==> src/rtl/lsm_pkg.sv <==
// rtl/lsm_pkg.sv - shared state encoding and IR field positions for the LDM/STM sequencer
package lsm_pkg;

    typedef enum logic [1:0] {
        ST_IDLE = 2'd0,
        ST_XFER = 2'd1,
        ST_WB   = 2'd2,
        ST_DONE = 2'd3
    } lsm_state_e;

    localparam int IR_L_BIT     = 20;
    localparam int IR_W_BIT     = 21;
    localparam int IR_U_BIT     = 23;
    localparam int IR_P_BIT     = 24;
    localparam int IR_LIST_LSB  = 0;
    localparam int IR_LIST_MSB  = 15;
    localparam int LIST_W       = IR_LIST_MSB - IR_LIST_LSB + 1;

endpackage

==> src/rtl/lsm_prio_enc.sv <==
// rtl/lsm_prio_enc.sv - lowest-set-bit finder for the remaining register list
module lsm_prio_enc (
    input  logic [15:0] mask,
    output logic [3:0]  idx,
    output logic        valid
);

    // Scan from the top so the lowest set bit is the last one written
    always_comb begin
        idx   = 4'd0;
        valid = 1'b0;
        for (int i = 15; i >= 0; i--) begin
            if (mask[i]) begin
                idx   = 4'(i);
                valid = 1'b1;
            end
        end
    end

endmodule

==> src/rtl/lsm_sequencer.sv <==
// rtl/lsm_sequencer.sv - load/store-multiple beat sequencer with base write-back
module lsm_sequencer (
    input  logic        clk,
    input  logic        rst,
    input  logic        start,
    input  logic [31:0] IR,
    input  logic [31:0] base,
    input  logic        mem_ready,
    output logic        mem_req,
    output logic        mem_we,
    output logic [31:0] addr,
    output logic [3:0]  REG_COUNTER,
    output logic        LSM_RD_MUX,
    output logic        LATCH_REG,
    output logic        WRITE_BACK,
    output logic [31:0] wb_data,
    output logic        busy,
    output logic        done
);
    import lsm_pkg::*;

    lsm_state_e         state_q, state_d;
    logic [LIST_W-1:0]  mask_q, mask_d;
    logic [31:0]        addr_q, addr_d;
    logic [31:0]        base_q, base_d;
    logic [4:0]         cnt_q, cnt_d;
    logic               l_q, l_d, w_q, w_d, u_q, u_d, p_q, p_d;

    logic [4:0]         pop_cnt;
    logic [31:0]        pop_span;
    logic [31:0]        cnt_span;
    logic [31:0]        start_addr;
    logic [3:0]         enc_idx;
    logic               enc_valid;
    logic               ir_unused;

    // Opcode bits outside L/W/U/P and the list have no meaning here
    assign ir_unused = ^{IR[31:25], IR[22], IR[19:16]};

    lsm_prio_enc u_prio_enc (
        .mask  (mask_q),
        .idx   (enc_idx),
        .valid (enc_valid)
    );

    // Number of registers in the incoming list; five bits so a full list of 16 fits
    always_comb begin
        pop_cnt = 5'd0;
        for (int i = IR_LIST_LSB; i <= IR_LIST_MSB; i++) begin
            pop_cnt = pop_cnt + 5'(IR[i]);
        end
    end

    assign pop_span = {25'd0, pop_cnt, 2'b00};
    assign cnt_span = {25'd0, cnt_q, 2'b00};

    // Lowest address of the block; beats always walk upwards from here
    always_comb begin
        case ({IR[IR_P_BIT], IR[IR_U_BIT]})
            2'b01:   start_addr = base;
            2'b11:   start_addr = base + 32'd4;
            2'b00:   start_addr = base - pop_span + 32'd4;
            default: start_addr = base - pop_span;
        endcase
    end

    // Sequencer state and captured instruction fields
    always_ff @(posedge clk or negedge rst) begin
        if (!rst) begin
            state_q <= ST_IDLE;
            mask_q  <= '0;
            addr_q  <= 32'd0;
            base_q  <= 32'd0;
            cnt_q   <= 5'd0;
            l_q     <= 1'b0;
            w_q     <= 1'b0;
            u_q     <= 1'b0;
            p_q     <= 1'b0;
        end else begin
            state_q <= state_d;
            mask_q  <= mask_d;
            addr_q  <= addr_d;
            base_q  <= base_d;
            cnt_q   <= cnt_d;
            l_q     <= l_d;
            w_q     <= w_d;
            u_q     <= u_d;
            p_q     <= p_d;
        end
    end

    // Next-state and output decode; strobes are only ever raised in their own state
    always_comb begin
        state_d     = state_q;
        mask_d      = mask_q;
        addr_d      = addr_q;
        base_d      = base_q;
        cnt_d       = cnt_q;
        l_d         = l_q;
        w_d         = w_q;
        u_d         = u_q;
        p_d         = p_q;
        mem_req     = 1'b0;
        mem_we      = 1'b0;
        addr        = 32'd0;
        REG_COUNTER = 4'd0;
        LSM_RD_MUX  = 1'b0;
        LATCH_REG   = 1'b0;
        WRITE_BACK  = 1'b0;
        wb_data     = 32'd0;
        busy        = 1'b0;
        done        = 1'b0;

        case (state_q)
            ST_IDLE: begin
                if (start) begin
                    mask_d  = IR[IR_LIST_MSB:IR_LIST_LSB];
                    base_d  = base;
                    cnt_d   = pop_cnt;
                    addr_d  = start_addr;
                    l_d     = IR[IR_L_BIT];
                    w_d     = IR[IR_W_BIT];
                    u_d     = IR[IR_U_BIT];
                    p_d     = IR[IR_P_BIT];
                    state_d = (IR[IR_LIST_MSB:IR_LIST_LSB] == '0) ? ST_DONE : ST_XFER;
                end
            end

            ST_XFER: begin
                busy        = 1'b1;
                mem_req     = enc_valid;
                mem_we      = ~l_q;
                addr        = addr_q;
                REG_COUNTER = enc_idx;
                if (mem_ready) begin
                    mask_d     = mask_q & ~(16'd1 << enc_idx);
                    addr_d     = addr_q + 32'd4;
                    LATCH_REG  = l_q;
                    LSM_RD_MUX = l_q;
                    if (mask_d == '0) begin
                        state_d = w_q ? ST_WB : ST_DONE;
                    end
                end
            end

            ST_WB: begin
                busy       = 1'b1;
                WRITE_BACK = 1'b1;
                wb_data    = u_q ? (base_q + cnt_span) : (base_q - cnt_span);
                state_d    = ST_DONE;
            end

            default: begin
                done    = 1'b1;
                state_d = ST_IDLE;
            end
        endcase
    end

endmodule

==> config.mk <==
export PLATFORM = sky130hd
export DESIGN_NAME = lsm_sequencer
export DESIGN_NICKNAME = d
export VERILOG_FILES = /design/src/rtl/lsm_pkg.sv /design/src/rtl/lsm_prio_enc.sv /design/src/rtl/lsm_sequencer.sv
export SDC_FILE = /design/constraint.sdc
export NUM_CORES = 1
export LEC_CHECK = 0
export BUFFER_PORTS_ARGS = -buffer_cell sky130_fd_sc_hd__buf_2
export CAP_MARGIN = 0
export CORE_AREA = 2 2 151 153
export CTS_BUF_LIST = sky130_fd_sc_hd__clkbuf_4
export DETAILED_ROUTE_END_ITERATION = 12
export DIE_AREA = 0 0 153 155
export PLACE_DENSITY = 0.68
export RECOVER_POWER = 25
export SLEW_MARGIN = 15
export SYNTH_ARGS = -nofsm -noshare
export SYNTH_HDL_FRONTEND = slang
export SYNTH_SLANG_ARGS = --single-unit
==> constraint.sdc <==
create_clock -name clk -period 3.8 [get_ports clk]
set_clock_uncertainty 0.15 [all_clocks]
set_input_delay 0.38 -clock clk [delete_from_list [all_inputs] [get_ports clk]]
set_output_delay 0.38 -clock clk [all_outputs]
set_load 0.05 [all_outputs]
Yosys cells after proc, flatten, opt, wreduce, memory -nomap -nowiden
Index checks and enable logic that the tools add are counted.
{"block": "word_totals", "ff_bits": 90, "inputBits": 68, "output_inout_bits": 75, "elab_cells": 106}
{"block": "classes", "addsub": 21, "n_eq_ne": 7, "shift": 1, "muxes": 56, "bitwise": 3, "n_reduce_logical": 10}
{"op": "$mux 32", "count": 5}
{"op": "$add 32x3->32 const B", "count": 3}
{"op": "$pmux 32 s3", "count": 1}
{"op": "$mux 4", "count": 17}
{"op": "$pmux 32 s2", "count": 1}
{"op": "$sub 32x7->32", "count": 2}
{"op": "$add 5x1->5", "count": 11}
{"op": "$add 32x7->32", "count": 1}
{"op": "$logic_not 16->1", "count": 2}
{"op": "$mux 16", "count": 2}
{"op": "$pmux 16 s2", "count": 1}
{"op": "$mux 1", "count": 24}
{"op": "$and 16x16->16", "count": 1}
{"op": "$not 16->16", "count": 1}
{"op": "$shl 1x4->16 const A", "count": 1}
{"op": "$mux 2", "count": 4}
{"op": "$ne 2x2->1 const B", "count": 3}
{"op": "$pmux 2 s3", "count": 1}
{"op": "$reduce_and 3->1", "count": 2}
{"op": "$add 4x1->5", "count": 1}
{"op": "$add 3x1->4", "count": 1}
{"op": "$eq 2x1->1 const B", "count": 2}
{"op": "$eq 2x2->1 const B", "count": 2}
{"op": "$logic_not 2->1", "count": 2}
{"op": "other kinds (7)", "count": 7}

Logic depth before layout (Yosys ltp)
{"block": "depth", "depth_word": 23, "mapped_depth": 25, "depth_no_buf": 23}

Modules after synthesis
Synthesis repeated with hierarchy kept, for this count alone.
{"block": "hier_totals", "hier_cells": 1281, "area_unflattened_um2": 9846.9}
{"module": "lsm_sequencer", "n_inst": 1, "cells_per_inst": 1248, "area_per_inst_um2": 9668.0}
{"module": "lsm_prio_enc", "n_inst": 1, "cells_per_inst": 33, "area_per_inst_um2": 178.9}

Least setup slack after synthesis
No wires, ideal clock.
{"block": "synth_path", "path_type": "input to register", "from": "input port IR[5]", "to": "register addr_q[31]", "setup_ns": 0.130, "t_arrival_ns": 5.902, "required_time_ns": 3.520, "slack_ns": -2.382, "cell_stages": 23, "cell_sequence": "inv_1 fa_1 inv_1 fa_1 inv_1 fa_1 fa_1 inv_1 ha_1 a21o_1 a21oi_1 xor2_1 ha_1 clkbuf_1 o21ai_0 o21ai_2 or3_1 a2111o_1 a22oi_4 nand4_1 or4_1 nand3_1 o211ai_1"}
{"block": "synth_between", "elab_chain_cells": 16}
{"item": "start: declaration", "line_no": "lsm_sequencer.sv:6", "text": "input logic [31:0] IR,"}
{"item": "$add 5x1->5 * (11 in a row)", "line_no": "lsm_sequencer.sv:50", "text": "pop_cnt = pop_cnt + 5'(IR[i]);"}
{"item": "$sub 32x7->32 *", "line_no": "lsm_sequencer.sv:62, lsm_sequencer.sv:63"}
{"item": "$add 32x3->32", "line_no": "lsm_sequencer.sv:62", "text": "2'b00: start_addr = base - pop_span + 32'd4;"}
{"item": "$pmux 32 s3 *", "line_no": "lsm_sequencer.sv:59", "text": "case ({IR[IR_P_BIT], IR[IR_U_BIT]})"}
{"item": "$mux 32 *", "line_no": "lsm_sequencer.sv:116", "text": "if (start) begin"}
{"item": "$pmux 32 s2 *", "line_no": "lsm_sequencer.sv:114", "text": "case (state_q)"}
{"item": "end signal: assignment", "line_no": "lsm_sequencer.sv:82", "text": "addr_q <= addr_d;"}
{"item": "end: declaration", "line_no": "lsm_sequencer.sv:24", "text": "logic [31:0] addr_q, addr_d;"}
Mark *: on every way between the ends. The rest lies on a longest branch, timed or not. The select of a mux whose other input is x is not followed.
A chain may end at the register's enable or synchronous reset.

Worst setup path after layout
{"block": "layout_path", "from": "input port IR[11]", "to": "register addr_q[30]"}
{"block": "layout_between", "elab_chain_cells": 10}
{"item": "$add 5x1->5 * (5 in a row)", "line_no": "lsm_sequencer.sv:50"}
{"item": "$sub 32x7->32 *", "line_no": "lsm_sequencer.sv:62, lsm_sequencer.sv:63"}
{"item": "$add 32x3->32", "line_no": "lsm_sequencer.sv:62"}
{"item": "$pmux 32 s3 *", "line_no": "lsm_sequencer.sv:59"}
{"item": "$mux 32 *", "line_no": "lsm_sequencer.sv:116"}
{"item": "$pmux 32 s2 *", "line_no": "lsm_sequencer.sv:114"}
Marked as above.

==> results.txt <==
----------------------------------------------------
[STA]
  Unrepaired setup endpoints after global routing ... yes
  Number of hold-slack violations in the final timing report ... 0
  Setup TNS ... -58.13 ns
  Max-slew violations ... 0
  Relative slew margins ... 0.0769
  Post-route fraction of the period consumed by the critical path ... 1.52
  Worst-margin pin slew ... 1.38 ns
  Final worst slack ... -1.98 ns
  Time the worst path needs with I/O delays and setup ... 5.78 ns
  F_max ... 173 MHz
  Final Setup Violations ... 52

[Critical path]
  Worst EP required ... 4.05 ns
  Arrival time at the worst endpoint ... 6.03 ns
  Crit-path max FO ... 5
  Critical Path Sink Type ... register
  Startpoint Class ... primary input
  Critical path type ... in2reg

[Die]
  Die span in x ... 153 um
  Die Area ... 23700 um2
  Effective utilization at floorplan ... 0.439
  Die boundary height ... 155 um
  Core region area ... 22200 um2
  Top-Level Pins ... 143
  Site Rows ... 55

[Cells and area]
  Finished Cell Area ... 13600 um2
  Ratio of cells with drive above 1 in the final layout ... 0.369
  Filler Cells Inserted ... 1984
  Count of nets after finishing ... 1710
  Fraction of the core area covered by cells at the end of the flow ... 0.610
  Synth-to-layout area growth ... 38.9%

[Synth]
  Net Count, Synth ... 1422
  Share of synthesized registers carrying an async set or reset ... 1.00
  Synth top area share ... 0.231
  EDFF count, synth ... 0
  Synth warnings ... 0
  Top cells by area in the synthesized netlist ... sky130_fd_sc_hd__dfrtp_1 23%, sky130_fd_sc_hd__ha_1 6.5%, sky130_fd_sc_hd__o21ai_0 6.0%
  Register bit total from synthesis ... 90
  Distinct cell type count after synthesis ... 79
  Average size of a mapped cell ... 7.56 um2
  Share of the yosys chip area belonging to registers ... 0.231
  Combined area of all synthesized cells ... 9760 um2
  Yosys top cell by area ... sky130_fd_sc_hd__dfrtp_1
  Prevailing post-synth register cell ... sky130_fd_sc_hd__dfrtp_1
  Synth Instances ... 1291

[Global routing]
  Initial antenna violation count ... 2
  Number of global-route vias before repair ... 10578
  Overflow left after global routing ... 0
  Global-route wire length before repair ... 53.8 mm
  Global router's overall resource usage ... 0.278
  Maximum number of pins on one net before global-route repair ... 66

[Run status]
  Result of the run ... finished with violations
  Failing checks ... setup timing

[Detailed routing]
  Antenna-violating nets left ... 0
  Number of remaining DRC errors ... 0
  Total Wirelength ... 34.7 mm
  Detailed-route via count ... 11136
  DR WL/cell ... 18.6 um
  First-pass detailed-route iteration total ... 6
  Starting DRC count in detailed routing ... 730
  Via density ... 5.96

[Flow run]
  Maximum Capacitance Violations ... 0

[Clock tree]
  Maximum number of buffers from clock root to sink ... 2
  Clock slew seen by the registers of the worst setup and hold paths ... 0.17 ns
  Clock Latency Late Sink ... 0.53 ns
  CTS tree ... built
  Root Driver ... sky130_fd_sc_hd__clkbuf_4
  Number of buffers created by CTS ... 9
  H-Tree Depth ... 3
  Sink Count ... 90

[Placed design]
  Routability-driven placement congestion ratio ... 0.945
  Instance area after placement ... 12100 um2
  Half-perimeter wire length after detailed placement ... 25.6 mm
  Setup WS pre-CTS ... -2.55 ns
  Port Buffers ... 130

[Worst hold path]
  Hold/Removal Path Class ... in2reg

----------------------------------------------------
[cells in the mapped netlist, types with 35 or more instances]
library cell               instances
sky130_fd_sc_hd__a21oi_1          87
sky130_fd_sc_hd__and2_1           44
sky130_fd_sc_hd__clkbuf_1         59
sky130_fd_sc_hd__dfrtp_1          90
sky130_fd_sc_hd__ha_1             51
sky130_fd_sc_hd__inv_1            58
sky130_fd_sc_hd__mux2_2           35
sky130_fd_sc_hd__nand2_1         129
sky130_fd_sc_hd__nand3_1          50
sky130_fd_sc_hd__nor2_1          122
sky130_fd_sc_hd__nor3_1           39
sky130_fd_sc_hd__o21ai_0         117
sky130_fd_sc_hd__xnor2_1          36
sky130_fd_sc_hd__xor2_1           37
[state kept, by name (all words and copies together), names as in the netlist]
| signal | cells |
|---|---|
| mask_q | 16 |
| l_q | 1 |
| addr_q | 32 |
| w_q | 1 |
| state_q | 2 |
| cnt_q | 5 |
| u_q | 1 |
| base_q | 32 |
[worst max-delay path, stage by stage]
cell	delay, ns
sky130_fd_sc_hd__buf_6	0.10
sky130_fd_sc_hd__fa_1	0.53
sky130_fd_sc_hd__inv_1	0.05
sky130_fd_sc_hd__fa_1	0.48
sky130_fd_sc_hd__inv_1	0.05
sky130_fd_sc_hd__fa_1	0.49
sky130_fd_sc_hd__inv_1	0.05
sky130_fd_sc_hd__fa_1	0.44
sky130_fd_sc_hd__inv_2	0.08
sky130_fd_sc_hd__ha_4	0.12
sky130_fd_sc_hd__inv_2	0.04
sky130_fd_sc_hd__fa_2	0.37
sky130_fd_sc_hd__nor2b_2	0.15
sky130_fd_sc_hd__o21ai_2	0.10
sky130_fd_sc_hd__ha_4	0.19
sky130_fd_sc_hd__or4b_4	0.52
sky130_fd_sc_hd__nor3_2	0.11
sky130_fd_sc_hd__nand4_1	0.14
sky130_fd_sc_hd__or4b_4	0.53
sky130_fd_sc_hd__a21oi_4	0.19
sky130_fd_sc_hd__buf_4	0.14
sky130_fd_sc_hd__nand4_4	0.16
sky130_fd_sc_hd__buf_4	0.20
sky130_fd_sc_hd__nor4_4	0.15
sky130_fd_sc_hd__xor2_1	0.18
sky130_fd_sc_hd__o21ai_1	0.08
[final timing paths]
kind / startpoint / endpoint / slack (ns) / depth (start not counted)
worst max-delay path: IR[11] / addr_q[30]$_DFFE_PN0P_ / -1.98 / 26
worst min-delay path: IR[11] / mask_q[11]$_DFFE_PN0P_ / 0.01 / 3
worst max register to register: mask_q[15]$_DFFE_PN0P_ / state_q[1]$_DFFE_PN0P_ / 0.45 / 9
worst min register to register: base_q[0]$_DFFE_PN0P_ / base_q[0]$_DFFE_PN0P_ / 0.35 / 2
max in group asynchronous: rst / addr_q[29]$_DFFE_PN0P_ / 1.30 / 3
min in group asynchronous: rst / cnt_q[0]$_DFFE_PN0P_ / 0.53 / 2
[repair_timing]
action	4_1_cts	5_1_grt
resized for setup	136	106
hold buffers	4	0
setup buffers	67	26
endpoints found under the hold margin	52	0
pin swaps	86	92
setup endpoints to repair	51	56
[cell families (layout without fill, tap and decap cells)]
family | count (synthesis) | after routing | synth area share
AOI/OAI and AO/OA | 383 | 383 | 0.251
xor gates and xnor gates | 73 | 73 | 0.0655
adders and majority gates | 63 | 63 | 0.0900
buffers and inverters | 135 | 428 | 0.0542
DFF | 90 | 90 | 0.231
muxes | 43 | 43 | 0.0486
other | 0 | 1 | 0
and+or+nand+nor | 504 | 504 | 0.259
[routing by layer]
layer,track usage,wire length (um),up-vias,part of all wire
met2,0.487,17200,394,0.50
met1,0.347,14300,5372,0.41
met3,0.0345,1770,101,0.051
met4,0.116,1430,2,0.041
met5,0,13,-,0.00037
li1,-,-,5267,-
[through the flow]
stage / hold slack (ns) / std cells
after floorplan: -0.0656 / 1291
after global placement: 0.310 / 1813
after global routing: 0.0185 / 1870
after detailed placement: 0.318 / 1813
after CTS: 0.00448 / 1849
final: 0.0147 / 1870
[layout by cell type, fill, tap and decap left out, types with 21 or more instances in the layout]
cell / netlist / layout
sky130_fd_sc_hd__buf_4: 1 / 200
sky130_fd_sc_hd__nand2_1: 129 / 123
sky130_fd_sc_hd__nor2_1: 122 / 106
sky130_fd_sc_hd__buf_2: 9 / 103
sky130_fd_sc_hd__dfrtp_1: 90 / 90
sky130_fd_sc_hd__o21ai_0: 117 / 80
sky130_fd_sc_hd__a21oi_1: 87 / 64
sky130_fd_sc_hd__inv_1: 58 / 53
sky130_fd_sc_hd__nand3_1: 50 / 45
sky130_fd_sc_hd__buf_6: 1 / 43
sky130_fd_sc_hd__and2_1: 44 / 41
sky130_fd_sc_hd__ha_1: 51 / 39
sky130_fd_sc_hd__xor2_1: 37 / 35
sky130_fd_sc_hd__mux2_2: 35 / 33
sky130_fd_sc_hd__nor3_1: 39 / 23
sky130_fd_sc_hd__xnor2_1: 36 / 23
sky130_fd_sc_hd__a21oi_2: 1 / 21
[cell type report]
type / count / area, um2 / share of cell area
diodes: 1 / 2.50 / 0.000185
clock buffers: 9 / 67.6 / 0.00499
inverters: 59 / 226 / 0.0167
clock inverters: 7 / 62.6 / 0.00462
repair buffers: 353 / 2560 / 0.189
flip-flops and latches: 90 / 2250 / 0.166
multi-input cells: 1066 / 8030 / 0.592
well taps: 285 / 357 / 0.0263
Power is left out: the tool's default activity adds up to more than one toggle a clock period on the data nets, which glitch-free logic cannot reach.
